--- src/rtl/spm_port_queue_pkg.sv ---
// Shared types and constants for the scratch-pad requester ports.
// Bank selection uses address bits [3:2] across the four banks.
package spm_port_queue_pkg;

  localparam int unsigned SPM_NUM_PORTS    = 5;
  localparam int unsigned SPM_BANK_SEL_LSB = 2;
  localparam int unsigned SPM_RESP_LATENCY = 1;

  typedef struct packed {
    logic [31:0] addr;
    logic        we;
    logic [3:0]  be;
    logic [31:0] wdata;
  } memory_request_t;

  function automatic logic [1:0] bank_sel(input logic [31:0] addr);
    return addr[SPM_BANK_SEL_LSB +: 2];
  endfunction

endpackage

--- src/rtl/spm_fifo.sv ---
// Synchronous FIFO with wrap-bit pointers; the head is a combinational read of storage.
module spm_fifo #(
  parameter int unsigned WIDTH = 8,
  parameter int unsigned DEPTH = 4,
  localparam int unsigned AW   = $clog2(DEPTH)
) (
  input  logic             clk,
  input  logic             rst_n,
  input  logic             push,
  input  logic [WIDTH-1:0] wdata,
  input  logic             pop,
  output logic [WIDTH-1:0] rdata,
  output logic             full,
  output logic             empty,
  output logic [AW:0]      count
);

  logic [WIDTH-1:0] mem_q [DEPTH];
  logic [AW:0]      wptr_q, wptr_d;
  logic [AW:0]      rptr_q, rptr_d;
  logic             do_push, do_pop;

  always_comb begin
    full    = (wptr_q[AW] != rptr_q[AW]) && (wptr_q[AW-1:0] == rptr_q[AW-1:0]);
    empty   = (wptr_q == rptr_q);
    count   = wptr_q - rptr_q;
    rdata   = mem_q[rptr_q[AW-1:0]];
    do_push = push && !full;
    do_pop  = pop && !empty;
    wptr_d  = do_push ? wptr_q + 1'b1 : wptr_q;
    rptr_d  = do_pop ? rptr_q + 1'b1 : rptr_q;
  end

  always_ff @(posedge clk) begin
    if (!rst_n) begin
      wptr_q <= '0;
      rptr_q <= '0;
    end else begin
      wptr_q <= wptr_d;
      rptr_q <= rptr_d;
    end
  end

  // Storage holds no reset state; validity is tracked by the pointers.
  always_ff @(posedge clk) begin
    if (do_push) mem_q[wptr_q[AW-1:0]] <= wdata;
  end

endmodule

--- src/rtl/spm_port_queue.sv ---
// Per-requester ingress queue for the scratch pad: buffers requests, holds the head on the bank
// arbiters until granted, tracks outstanding requests and returns in-order responses.
module spm_port_queue
  import spm_port_queue_pkg::*;
#(
  parameter int unsigned DEPTH        = 4,
  parameter int unsigned MAX_OUT      = 2,
  parameter int unsigned STARVE_LIMIT = 64,
  parameter int unsigned DATA_W       = 32
) (
  input  logic              clk,
  input  logic              rst_n,
  input  logic              in_valid,
  output logic              in_ready,
  input  memory_request_t   in_req,
  output logic              out_valid,
  output memory_request_t   out_req,
  input  logic              out_grant,
  input  logic              bank_rvalid,
  input  logic [DATA_W-1:0] bank_rdata,
  output logic              resp_valid,
  output logic [DATA_W-1:0] resp_data,
  output logic [2:0]        outstanding,
  output logic              starve,
  output logic              err_unexpected
);

  localparam int unsigned CntW    = $clog2(DEPTH) + 1;
  localparam int unsigned ReqW    = $bits(memory_request_t);
  localparam logic [7:0] StarveMax = 8'(STARVE_LIMIT);

  logic [CntW-1:0]   fifo_count;
  logic              fifo_full, fifo_empty;
  logic [ReqW-1:0]   fifo_head;
  logic              push, pop, accept, unexpected;

  logic [2:0]        outstanding_q, outstanding_d;
  logic [7:0]        starve_cnt_q, starve_cnt_d;
  logic              err_q, err_d;
  logic              first_q, first_d;
  logic              resp_valid_q, resp_valid_d;
  logic [DATA_W-1:0] resp_data_q, resp_data_d;

  spm_fifo #(
    .WIDTH (ReqW),
    .DEPTH (DEPTH)
  ) u_fifo (
    .clk   (clk),
    .rst_n (rst_n),
    .push  (push),
    .wdata (in_req),
    .pop   (pop),
    .rdata (fifo_head),
    .full  (fifo_full),
    .empty (fifo_empty),
    .count (fifo_count)
  );

  always_comb begin
    in_ready   = fifo_count < CntW'(DEPTH);
    push       = in_valid && in_ready;
    out_valid  = !fifo_empty && (outstanding_q < 3'(MAX_OUT));
    out_req    = memory_request_t'(fifo_head);
    pop        = out_valid && out_grant;
    accept     = bank_rvalid && (outstanding_q != 3'd0);
    // Responses still in flight from before reset land in the first cycle and are not errors.
    unexpected = bank_rvalid && (outstanding_q == 3'd0) && !first_q;

    outstanding_d = outstanding_q;
    if (pop && !accept) begin
      outstanding_d = outstanding_q + 3'd1;
    end else if (accept && !pop) begin
      outstanding_d = outstanding_q - 3'd1;
    end

    // A block due to MAX_OUT drops out_valid and therefore is not counted as starvation.
    starve_cnt_d = starve_cnt_q;
    if (!out_valid || pop) begin
      starve_cnt_d = '0;
    end else if (starve_cnt_q != StarveMax) begin
      starve_cnt_d = starve_cnt_q + 8'd1;
    end

    err_d        = err_q || unexpected;
    first_d      = 1'b0;
    resp_valid_d = accept;
    resp_data_d  = accept ? bank_rdata : resp_data_q;

    resp_valid     = resp_valid_q;
    resp_data      = resp_data_q;
    outstanding    = outstanding_q;
    starve         = (starve_cnt_q == StarveMax);
    err_unexpected = err_q;
  end

  always_ff @(posedge clk) begin
    if (!rst_n) begin
      outstanding_q <= '0;
      starve_cnt_q  <= '0;
      err_q         <= 1'b0;
      first_q       <= 1'b1;
      resp_valid_q  <= 1'b0;
      resp_data_q   <= '0;
    end else begin
      outstanding_q <= outstanding_d;
      starve_cnt_q  <= starve_cnt_d;
      err_q         <= err_d;
      first_q       <= first_d;
      resp_valid_q  <= resp_valid_d;
      resp_data_q   <= resp_data_d;
    end
  end

  a_full_consistent : assert property (@(posedge clk) disable iff (!rst_n)
    fifo_full == (fifo_count == CntW'(DEPTH)));
  a_outstanding_bound : assert property (@(posedge clk) disable iff (!rst_n)
    outstanding_q <= 3'(MAX_OUT));

endmodule

--- config.mk ---
export PLATFORM = sky130hd
export DESIGN_NAME = spm_port_queue
export DESIGN_NICKNAME = d
export VERILOG_FILES = /design/src/rtl/spm_port_queue_pkg.sv /design/src/rtl/spm_fifo.sv /design/src/rtl/spm_port_queue.sv
export SDC_FILE = /design/constraint.sdc
export NUM_CORES = 1
export LEC_CHECK = 0
export ABC_AREA = 0
export CAP_MARGIN = 20
export CORE_AREA = 2 2 162 164
export DETAILED_ROUTE_END_ITERATION = 10
export DIE_AREA = 0 0 164 166
export GPL_TIMING_DRIVEN = 0
export MAX_ROUTING_LAYER = met4
export PLACE_DENSITY = 0.81
export REMOVE_ABC_BUFFERS = 1
export SLEW_MARGIN = 20
export SYNTH_ARGS = -nofsm -noshare
export SYNTH_HDL_FRONTEND = slang
export SYNTH_HIERARCHICAL = 1
export SYNTH_SLANG_ARGS = --single-unit
export TNS_END_PERCENT = 30
--- constraint.sdc ---
create_clock -name clk -period 4.4 [get_ports clk]
set_clock_uncertainty 0.15 [all_clocks]
set_input_delay 0.66 -clock clk [delete_from_list [all_inputs] [get_ports clk]]
set_output_delay 0.66 -clock clk [all_outputs]
set_load 0.02 [all_outputs]
==> run summary <==
Number of DRC markers after the initial detailed-route iteration - 568
Nets@finish - 987
Post-route DRC - 0
Arr. time, crit path - 2700 ps
Vias per cell - 5.33
Critical Path Source Type - flop
Max IR drop VDD - 0.000417 V
Gate Count Post-Synth - 641
Die Y - 166 um
CTS buffer count - 34
Slew HR - 0.465
Root Buffer - clkbuf_16
Synthesis-to-layout area growth - 28.6%
Total power after layout - 0.00997 W
Lkg Pwr - 5.17 nW
Hold_buf cts - 0
Die ar. - 0.0272 sq mm
Max incr delay on CP - 690 ps
Fillers - 1760
H-tree depth - 2
Worst setup EP type - output pin
Critical Path RT - 3590 ps
Final wirelength - 24.7 mm
Max cap viols - 0
Pwr/cell area - 618 mW/mm^2
Register area - 0.00938 sq mm
Final hold vios - 0
Die Wd - 164 um
Period utilization - 0.799
Core Region - 0.0256 sq mm
Least-Margin Pin Slew - 796 ps
Post-route ant nets - 0
Final setup fails - 0
Layout cells sized above 1 - 0.219
Outcome - finished, final reports clean
Worst hold margin - 306 ps
Multi-input logic area - 0.00290 sq mm
Num rows - 59
Total GRT Usage - 0.190
Commonest non-fill, non-tap cell in the layout - edfxtp_1
Crit-path cells - inv_1 > ha_1 > nand2_1 > nor2b_1 > nor3_2 > clkdlybuf4s50_1
Most frequent cells in the layout - edfxtp_1, clkdlybuf4s50_1, mux4_2
GRT Residual Overflow - 0
Clock Sinks - 330
RSZ-0062 raised after global routing - false
Synth warn - 6
Setup Fix Bufs, Post-CTS - 0
Minimum clock period - 3510 ps
Wire per inst - 20.1 um
Placer Congestion - 0.752
Vias in the first global route - 7024
HPWL after DPL - 15.5 mm
Avg Inst Size Synth - 19.6 sq um
Starting density of the core - 0.490
Mapped cell area - 0.0125 sq mm
Crit-path slowest cell - clkdlybuf4s50_1
Pin count of the biggest net entering global routing - 43
Clk_lat worst skew - 500 ps
Setup CP Type - flop to output pin
Vias - 6559
IO Count - 215
Port bufs - 214
Critical path fanouts, max - 10
Post_cts resized - 0
Worst-path clk slew - 60 ps
Antenna violations before repair - 2
DRT Pass-1 Iters - 4
First-pass GRT wire length - 38.7 mm
CTS Buffer Depth - 3
CTS tree - built
Hold crit path type - flop to flop
Fin. max-slew vios - 0
Place WS - 985 ps
Fmax - 285 MHz
Setup WS post-layout - 886 ps
[area by class of cell]
| cell class | count | area share |
|---|---|---|
| diodes | 2 | 0.000310 |
| well taps | 335 | 0.0260 |
| flip-flops and latches | 330 | 0.581 |
| clock buffers | 45 | 0.0574 |
| multi-input cells | 269 | 0.180 |
| repair buffers | 222 | 0.145 |
| clock inverters | 15 | 0.00729 |
| inverters | 12 | 0.00310 |
[state kept, by name, indices dropped and copies added, names as in the netlist, named ones only]
register,flops
resp_valid,1
u_fifo/mem_q,276
outstanding,3
first_q,1
starve_cnt_q,8
u_fifo/wptr_q,3
err_unexpected,1
u_fifo/rptr_q,3
resp_data,32
[per-stage QoR]
step           setup TNS (ps)  cells   util  cell area [sq um]
2_1_floorplan           -4380    611      -              12300
6_report                    0   1230  0.630              16100
3_5_place_dp                0   1168  0.589              15100
4_1_cts                     0   1228  0.629              16100
5_1_grt                     0   1230  0.630              16100
3_3_place_gp          -404130   1160  0.581              14900
[power by group]
group / total (W) / internal, W / switching (W)
Sequential: 0.00423 / 0.00400 / 0.000230
Clock: 0.00267 / 0.00155 / 0.00112
Combinational: 0.00308 / 0.00148 / 0.00160
[worst max-delay path, delay by kind of cell, from the launching register on]
kind / cells / cell delay (ps)
adders and majority gates: 1 / 350
DFF: 1 / 430
and+or+nand+nor: 3 / 620
buffers and inverters: 2 / 800
[worst paths after layout]
kind,slack (ps),cells past startpoint,to,startpoint
worst min-delay path,310,2,resp_data[29],resp_data[29]
worst max-delay path,890,6,out_valid,u_fifo/wptr_q[0]
worst min register to register,310,2,resp_data[29],resp_data[29]
worst max register to register,990,8,u_fifo/mem_q[1][46],u_fifo/wptr_q[0]
[routing by layer]
layer  global-route usage  part of all wire  vias up
li1                     -                 -     2997
met1                0.235              0.40     3304
met2                0.310              0.51      227
met3               0.0577             0.081       31
met4               0.0420             0.014        0
met5                    -                 0        -
No activity file was read; power rests on OpenSTA's default activity.
